--- config.mk ---
export PLATFORM = sky130hd
export DESIGN_NAME = iir_sample_driver
export DESIGN_NICKNAME = d
export VERILOG_FILES = /design/src/rtl/iir_sample_driver.sv
export SDC_FILE = /design/constraint.sdc
export NUM_CORES = 1
export LEC_CHECK = 0
export BUFFER_PORTS_ARGS = -buffer_cell sky130_fd_sc_hd__buf_2
export CAP_MARGIN = 20
export CORE_MARGIN = 2
export CORE_UTILIZATION = 65
export CTS_CLUSTER_SIZE = 24
export DETAILED_ROUTE_END_ITERATION = 12
export PLACE_DENSITY_LB_ADDON = 0.1
export REMOVE_ABC_BUFFERS = 1
export SLEW_MARGIN = 20
export SYNTH_ARGS = -nofsm -noshare
export SYNTH_HDL_FRONTEND = slang
export SYNTH_SLANG_ARGS = --single-unit
--- constraint.sdc ---
create_clock -name clk_i -period 14 [get_ports clk_i]
set_input_delay 2.8 -clock clk_i [delete_from_list [all_inputs] [get_ports clk_i]]
set_output_delay 2.8 -clock clk_i [all_outputs]
set_load 0.02 [all_outputs]
--- src/rtl/iir_sample_driver.sv ---
// iir_sample_driver: converts offset-binary ADC samples for one biquad pass, then applies
// the band gain to the filter result and emits a saturated offset-binary DAC word.
module iir_sample_driver #(
    parameter int WIDTH   = 29,
    parameter int FRA     = 16,
    parameter int ADC_W   = 12,
    parameter int DAC_W   = 12,
    parameter int GAIN_W  = 8,
    parameter int GFRA    = 4,
    parameter int TIMEOUT = 64
) (
    input  logic              clk_i,
    input  logic              reset,
    input  logic              adc_valid_i,
    input  logic [ADC_W-1:0]  adc_data_i,
    input  logic [GAIN_W-1:0] gain_i,
    output logic [WIDTH-1:0]  filt_data_o,
    output logic              filt_start_o,
    input  logic              filt_done_i,
    input  logic [WIDTH-1:0]  filt_result_i,
    output logic [DAC_W-1:0]  dac_data_o,
    output logic              dac_valid_o,
    output logic              busy_o,
    output logic              overrun_o,
    output logic [7:0]        overrun_cnt_o,
    output logic              timeout_o
);
    localparam int PW = WIDTH + GAIN_W + 1;
    localparam int SH = FRA + GFRA - (DAC_W - 1);
    localparam int TW = $clog2(TIMEOUT);
    localparam logic [TW-1:0] T_LAST = TW'(TIMEOUT - 1);

    typedef enum logic [2:0] {IDLE, LOAD, START, WAIT, SCALE, OUT} state_t;
    state_t state;

    logic [ADC_W-1:0] cur, pend_d;
    logic pend_v, done_q, ovf;
    logic [TW-1:0] timer;
    logic [WIDTH-1:0] conv, res;
    logic [PW-1:0] p;
    logic signed [PW-1:0] ps;
    logic [DAC_W-1:0] sat, dac;

    // Offset binary to two's complement is an MSB flip; then align to the filter's binary point.
    assign conv = {{(WIDTH-ADC_W){~cur[ADC_W-1]}}, ~cur[ADC_W-1], cur[ADC_W-2:0]} << (FRA - ADC_W + 1);
    assign p    = {{(GAIN_W+1){res[WIDTH-1]}}, res} * {{(WIDTH+1){1'b0}}, gain_i};
    assign ps   = $signed(p) >>> SH;
    assign ovf  = !(&ps[PW-1:DAC_W-1]) && |ps[PW-1:DAC_W-1];
    assign sat  = ovf ? {ps[PW-1], {(DAC_W-1){~ps[PW-1]}}} : ps[DAC_W-1:0];
    assign dac  = {~sat[DAC_W-1], sat[DAC_W-2:0]};
    assign busy_o = state != IDLE;

    always_ff @(posedge clk_i or posedge reset) begin
        if (reset) begin
            state         <= IDLE;
            cur           <= '0;
            pend_d        <= '0;
            pend_v        <= 1'b0;
            done_q        <= 1'b0;
            timer         <= '0;
            res           <= '0;
            filt_data_o   <= '0;
            filt_start_o  <= 1'b0;
            dac_data_o    <= {1'b1, {(DAC_W-1){1'b0}}};
            dac_valid_o   <= 1'b0;
            overrun_o     <= 1'b0;
            overrun_cnt_o <= '0;
            timeout_o     <= 1'b0;
        end else begin
            done_q       <= filt_done_i;
            filt_start_o <= 1'b0;
            dac_valid_o  <= 1'b0;
            timer        <= timer + 1'b1;
            if (adc_valid_i && state != IDLE) begin
                if (!pend_v) begin
                    pend_v <= 1'b1;
                    pend_d <= adc_data_i;
                end else begin
                    overrun_o <= 1'b1;
                    if (overrun_cnt_o != 8'hFF) overrun_cnt_o <= overrun_cnt_o + 1'b1;
                end
            end
            case (state)
                IDLE: begin
                    // A waiting sample goes first; a fresh strobe then refills the pending slot.
                    if (pend_v) begin
                        cur    <= pend_d;
                        pend_v <= adc_valid_i;
                        pend_d <= adc_data_i;
                        state  <= LOAD;
                    end else if (adc_valid_i) begin
                        cur   <= adc_data_i;
                        state <= LOAD;
                    end
                end
                LOAD: begin
                    filt_data_o  <= conv;
                    filt_start_o <= 1'b1;
                    timer        <= '0;
                    state        <= START;
                end
                START: state <= WAIT;
                WAIT: begin
                    if (filt_done_i && !done_q) begin
                        res   <= filt_result_i;
                        state <= SCALE;
                    end else if (timer == T_LAST) begin
                        timeout_o <= 1'b1;
                        state     <= IDLE;
                    end
                end
                SCALE: begin
                    dac_data_o  <= dac;
                    dac_valid_o <= 1'b1;
                    state       <= OUT;
                end
                OUT:     state <= IDLE;
                default: state <= IDLE;
            endcase
        end
    end
endmodule
==> results.sh, run 1 <==
export IMPL_finalNetCount=1632
export IMPL_start_kind="primary input"
export IMPL_synth_area_mm2=0.0126
export IMPL_antenna_found_initial=0
export IMPL_drt_iter0_drc=492
export IMPL_yosysWarnings=0
export IMPL_cpPeakStageDelay_ns=0.57
export IMPL_crit_slowest_cell="fa_1"
export IMPL_holdBufCountCts=0
export IMPL_cts_tree="built"
export IMPL_finalClockSkew_ns=0.0169
export IMPL_grt_pass1_vias=9550
export IMPL_slew_headroom_pct=38.6
export IMPL_die_area_mm2=0.0204
export IMPL_via_per_inst=5.67
export IMPL_cp_required_ns=14.24
export IMPL_io_buffers=101
export IMPL_drt_wl_total_um=26600
export IMPL_cap_violations=0
export IMPL_cp_max_fo=29
export IMPL_initial_core_util_pct=66.7
export IMPL_ctsResizeCount=0
export IMPL_multi_input_area_mm2=0.00899
export IMPL_status="finished clean"
export IMPL_fmaxAchievable_mhz=117
export IMPL_synth_common_cells="fa_1, inv_1, nand2_1, and2_1, dfrtp_1"
export IMPL_crit_type="primary input to flop"
export IMPL_hpwl_um=21000
export IMPL_avgRoutedWirePerCell_um=16.7
export IMPL_pin_count=107
export IMPL_ant_nets=0
export IMPL_synth_edf_count=0
export IMPL_die_w_um=143
export IMPL_synthMostInstantiatedCell="fa_1"
export IMPL_num_rows=50
export IMPL_yosysTopAreaCell="fa_1"
export IMPL_synth_seq_area_share_pct=19.9
export IMPL_synth_avg_cell_area_um2=9.73
export IMPL_post_cts_setup_buffers=0
export IMPL_worst_pin_slew_ns=0.911
export IMPL_clock_root_buffer="clkbuf_16"
export IMPL_yosysTopAreaCellShare_pct=28.5
export IMPL_arrival_ns=8.82
export IMPL_synth_seq_cells=100
export IMPL_worst_slack_ns=5.42
export IMPL_cpMostUsedCell="fa_1"
export IMPL_setup_viol=0
export IMPL_grt_max_degree=66
export IMPL_fp_dieH_um=143
export IMPL_clk_pin_slew_ns=0.08
export IMPL_grt_pass1_wl_um=46400
export IMPL_synthFlopType="dfrtp_1"
export IMPL_hold_viol=0
export IMPL_fillers=1496
export IMPL_numCtsBuffers=9
export IMPL_via_count=9019
export IMPL_yosysUniqueCellTypes=78
export IMPL_place_ws_ns=5.17
export IMPL_diodes=0
export IMPL_clock_latency_ns=0.36
export IMPL_areaGrowthSynthToFinish_pct=5.96
export IMPL_dr_pass1_iters=5
export IMPL_htree_levels=3
export IMPL_period_needed_ns=8.58
export IMPL_regArea_mm2=0.00250
export IMPL_syn_inst=1290
export IMPL_rsz0062_at_grt="false"
export IMPL_place_gp_congestion=0.928
export IMPL_clkSinkCount=100
export IMPL_drive_gt1_share_pct=16.8
export IMPL_grt_ovfl_total=0
export IMPL_cp_end_kind="flop"
export IMPL_gr_usage_all_layers_pct=28.4
export IMPL_async_reset_ff_share_pct=100
export IMPL_path_cells="buf_2 > nand2_1 > fa_1 > inv_1 > fa_1 > fa_1 > inv_1 > fa_1 > inv_1 > ha_1 > nand2_1 > o21ai_0 > a22oi_1 > a31oi_2 > a31oi_2 > xnor2_1 > nor4_2 > nand4_1 > nor4_2 > a41oi_1 > buf_4 > o311ai_1"
export IMPL_post_route_period_util_pct=61.3
export IMPL_drc_errors=0
export IMPL_hold_path_class="flop to flop"
export IMPL_cts_buffer_depth=2
export IMPL_fin_setup_tns_ns=0
export IMPL_core_area_mm2=0.0188
export IMPL_finalMaxSlewViolations=0
export IMPL_synthTopCellsByArea="fa_1, dfrtp_1, ha_1, and2_1, inv_1"
sequential cells by signal, summed over array words and instances (netlist names):
signal,flops
timeout_o,1
filt_data_o,12
overrun_cnt_o,8
filt_start_o,1
dac_data_o,12
pend_v,1
pend_d,12
timer,6
cur,12
overrun_o,1
res,29
done_q,1
dac_valid_o,1
state,3
metal layers:
metal	wire, um	track usage [%]	vias up
met1	11700	39.0	4592
met5	0	0	-
met4	401	6.36	0
met3	1260	4.29	29
li1	-	-	4182
met2	13200	48.1	216
critical path: cells and delay by family:
family	cells	cell delay, ns
fa+ha+maj	5	2.43
compound gates	6	1.40
simple gates	5	1.11
buf+inv	5	0.83
xor+xnor	1	0.19
cell families after synthesis:
logic type,share of synthesized area [%]
other,0.0299
multiplexers,6.03
adder cells (fa/ha/maj),36.0
AO/OA/AOI/OAI,8.70
XOR/XNOR,3.00
AND/OR/NAND/NOR,17.6
flip-flops,19.9
buffers and inverters,8.68
area by class of cell:
class                           instances  area share, %
Sequential cell                       100           18.8
Inverter                              165           4.68
Timing Repair Buffer                  107           4.14
Clock inverter                          7          0.630
Clock buffer                            9           1.69
Tap cell                              260           2.45
Multi-Input combinational cell        943           67.6
placed cells by master (no fill, tap or decap), drive strengths merged, types with 3 or more instances in the layout:
master / n
a211oi: 5
o311ai: 11
nand4: 15
fa: 179
nand3b: 3
nor4: 7
xnor2: 30
and3: 4
a21o: 4
o211ai: 7
conb: 5
nand3: 19
nand2: 150
a31oi: 6
nor3b: 4
clkinv: 3
inv: 169
ha: 74
buf: 107
nor2: 51
or3: 4
and2: 138
clkbuf: 9
o21bai: 3
xor2: 13
dfrtp: 99
nand2b: 4
o21ai: 32
a21oi: 58
nor3: 16
a41oi: 3
mux2: 53
o21a: 4
mux2i: 16
nor2b: 5
final timing paths:
kind                                start                to  slack [ns]  depth (start not counted)
worst max-delay path            gain_i[3]    dac_data_o[10]        5.42                         22
worst min-delay path              cur[11]   filt_data_o[16]        0.46                          1
worst max register to register     res[8]    dac_data_o[10]        7.84                         21
worst min register to register    cur[11]   filt_data_o[16]        0.46                          1
max in group asynchronous           reset            res[7]       10.34                          3
min in group asynchronous           reset  overrun_cnt_o[1]        2.46                          2
through the flow:
stage          hold slack [ns]  instance area, um^2  utilization [%]  std cells
2_1_floorplan            0.428                12100                -       1208
3_3_place_gp             0.440                13000             69.0       1575
3_5_place_dp             0.455                13000             69.0       1575
4_1_cts                  0.468                13300             70.6       1591
5_1_grt                  0.486                13300             70.6       1591
6_report                 0.464                13300             70.6       1591
Power of run 1 is left out: the tool's default activity adds up to more than one toggle a clock period on the data nets, which glitch-free logic cannot reach.
==> run 2: changes to the inputs <==
--- a/config.mk
+++ b/config.mk
@@ -8,7 +8,7 @@
 export BUFFER_PORTS_ARGS = -buffer_cell sky130_fd_sc_hd__buf_2
 export CAP_MARGIN = 20
 export CORE_MARGIN = 2
-export CORE_UTILIZATION = 65
+export CORE_UTILIZATION = 56
 export CTS_CLUSTER_SIZE = 24
 export DETAILED_ROUTE_END_ITERATION = 12
 export PLACE_DENSITY_LB_ADDON = 0.1
==> constraint.sdc (replaced) <==
create_clock -name clk_i -period 7.4 [get_ports clk_i]
set_input_delay 1.48 -clock clk_i [delete_from_list [all_inputs] [get_ports clk_i]]
set_output_delay 1.48 -clock clk_i [all_outputs]
set_load 0.02 [all_outputs]
==> run 2 against run 1 <==
Utilization fell by 8.6 points. Non-clock buffer count up 26. First-iteration DRC count rose by 5.1%. Cell area rose by 2.1%. Global-route usage down 3.8 points. Setup slack lost 5.0 ns. Hold slack worse by 0.00059 ns. Sequential cell count stayed put. Sequential share of layout area shrank 0.38 points. Largest cell class unchanged.
==> results.sh, run 2 (synthesis results as in run 1) <==
export IMPL_crit_type="primary input to flop"
export IMPL_place_gp_congestion=0.926
export IMPL_path_cells="clkbuf_4 > nand2_1 > fa_1 > inv_1 > fa_1 > fa_1 > inv_1 > fa_1 > inv_1 > ha_1 > nand4_1 > nor2_1 > o211ai_1 > a31oi_2 > xnor2_1 > o2111ai_1 > nor4_2 > nand4_1 > nor4_2 > a41oi_1 > buf_12 > o311ai_1"
export IMPL_via_per_inst=5.48
export IMPL_antenna_found_initial=0
export IMPL_clk_pin_slew_ns=0.09
export IMPL_hpwl_um=21600
export IMPL_hold_path_class="flop to flop"
export IMPL_drc_errors=0
export IMPL_cts_tree="built"
export IMPL_final_cell_mix="fa_1, inv_1, nand2_1, and2_1, dfrtp_1"
export IMPL_period_needed_ns=6.99
export IMPL_via_count=8965
export IMPL_cp_max_fo=23
export IMPL_cts_buffer_depth=2
export IMPL_rsz0062_at_grt="false"
export IMPL_largest_register_ffs=29
export IMPL_diodes=0
export IMPL_hold_viol=0
export IMPL_fin_setup_tns_ns=0
export IMPL_slew_headroom_pct=41.1
export IMPL_drive_gt1_share_pct=18.4
export IMPL_place_ws_ns=0.00450
export IMPL_setup_viol=0
export IMPL_die_area_mm2=0.0236
export IMPL_grt_ovfl_total=0
export IMPL_post_route_period_util_pct=94.4
export IMPL_io_buffers=101
export IMPL_clock_root_buffer="clkbuf_16"
export IMPL_final_common_cell="fa_1"
export IMPL_clkSinkCount=100
export IMPL_avgRoutedWirePerCell_um=16.6
export IMPL_initial_core_util_pct=57.3
export IMPL_finalClockSkew_ns=0.0109
export IMPL_numCtsBuffers=9
export IMPL_core_area_mm2=0.0219
export IMPL_grt_pass1_vias=9426
export IMPL_regMostFlops="res"
export IMPL_finalMaxSlewViolations=0
export IMPL_grt_pass1_wl_um=47100
export IMPL_arrival_ns=7.25
export IMPL_cpPeakStageDelay_ns=0.56
export IMPL_htree_levels=3
export IMPL_drt_iter0_drc=517
export IMPL_grt_max_degree=80
export IMPL_start_kind="primary input"
export IMPL_fmaxAchievable_mhz=143
export IMPL_gr_usage_all_layers_pct=24.6
export IMPL_worst_slack_ns=0.412
export IMPL_drt_wl_total_um=27100
export IMPL_num_rows=54
export IMPL_crit_slowest_cell="fa_1"
export IMPL_cp_required_ns=7.66
export IMPL_status="finished clean"
export IMPL_ant_nets=0
export IMPL_holdBufCountCts=0
export IMPL_clock_latency_ns=0.37
export IMPL_worst_pin_slew_ns=0.881
export IMPL_cap_violations=0
export IMPL_die_w_um=154
export IMPL_areaGrowthSynthToFinish_pct=8.15
export IMPL_pin_count=107
export IMPL_dr_pass1_iters=5
export IMPL_fp_dieH_um=154
export IMPL_cpMostUsedCell="fa_1"
export IMPL_cp_end_kind="flop"
export IMPL_finalNetCount=1658
run 2: changes by cell type in the layout (fill, tap and decap cells not counted), moves of 3 or more:
| cell | delta |
|---|---|
| buf_2 | -6 |
| inv_8 | -3 |
| buf_4 | +24 |
| clkbuf_4 | +6 |
run 2: path summary, 6_finish.rpt:
kind                       slack (ns)  cells past startpoint  startpoint               end
hold / removal                   0.46                      1   overrun_o         overrun_o
min in group asynchronous        1.06                      2       reset  overrun_cnt_o[3]
max in group asynchronous        5.35                      4       reset    dac_data_o[11]
hold reg to reg                  0.46                      1   overrun_o         overrun_o
setup / recovery                 0.41                     22   gain_i[0]    dac_data_o[10]
setup reg to reg                 1.29                     21     res[15]    dac_data_o[10]
run 2: final cells by class:
cell class                 instances  area (um^2)
sequential                       100         2500
tap                              280          350
timing repair buffer             133          793
clock inverter                     7         91.3
fill                            1921         8310
clock buffer                       9          225
multi-input combinational        943         8990
inverter                         165          622
run 2: stage by stage:
stage / area, um^2 / cells / hold WS, ns / util, %
after floorplan: 12100 / 1208 / 0.428 / -
after detailed placement: 13200 / 1620 / 0.443 / 60.4
after CTS: 13500 / 1636 / 0.469 / 61.8
after global placement: 13200 / 1620 / 0.437 / 60.4
after global routing: 13600 / 1637 / 0.497 / 62.0
final: 13600 / 1637 / 0.464 / 62.0
run 2: routing by layer:
metal	track usage, %	part of all wire [%]	vias to the layer above
met5	0	0	-
met4	4.50	1.4	0
met3	3.58	3.5	32
met2	42.7	50	162
met1	33.3	45	4545
li1	-	-	4226
run 2: repair_timing:
item / 4_1_cts / 5_1_grt
setup endpoints to repair: 0 / 11
buffers inserted: 0 / 0
gates resized for setup: 0 / 6
run 2: critical path, delay by kind of cell:
family                     cells  cell delay, ns
and+or+nand+nor                6            1.28
adders and majority gates      5            2.55
buffers and inverters          5            0.65
AOI/OAI and AO/OA              5            1.06
xor gates and xnor gates       1            0.19
Power of run 2 is left out for the same reason.
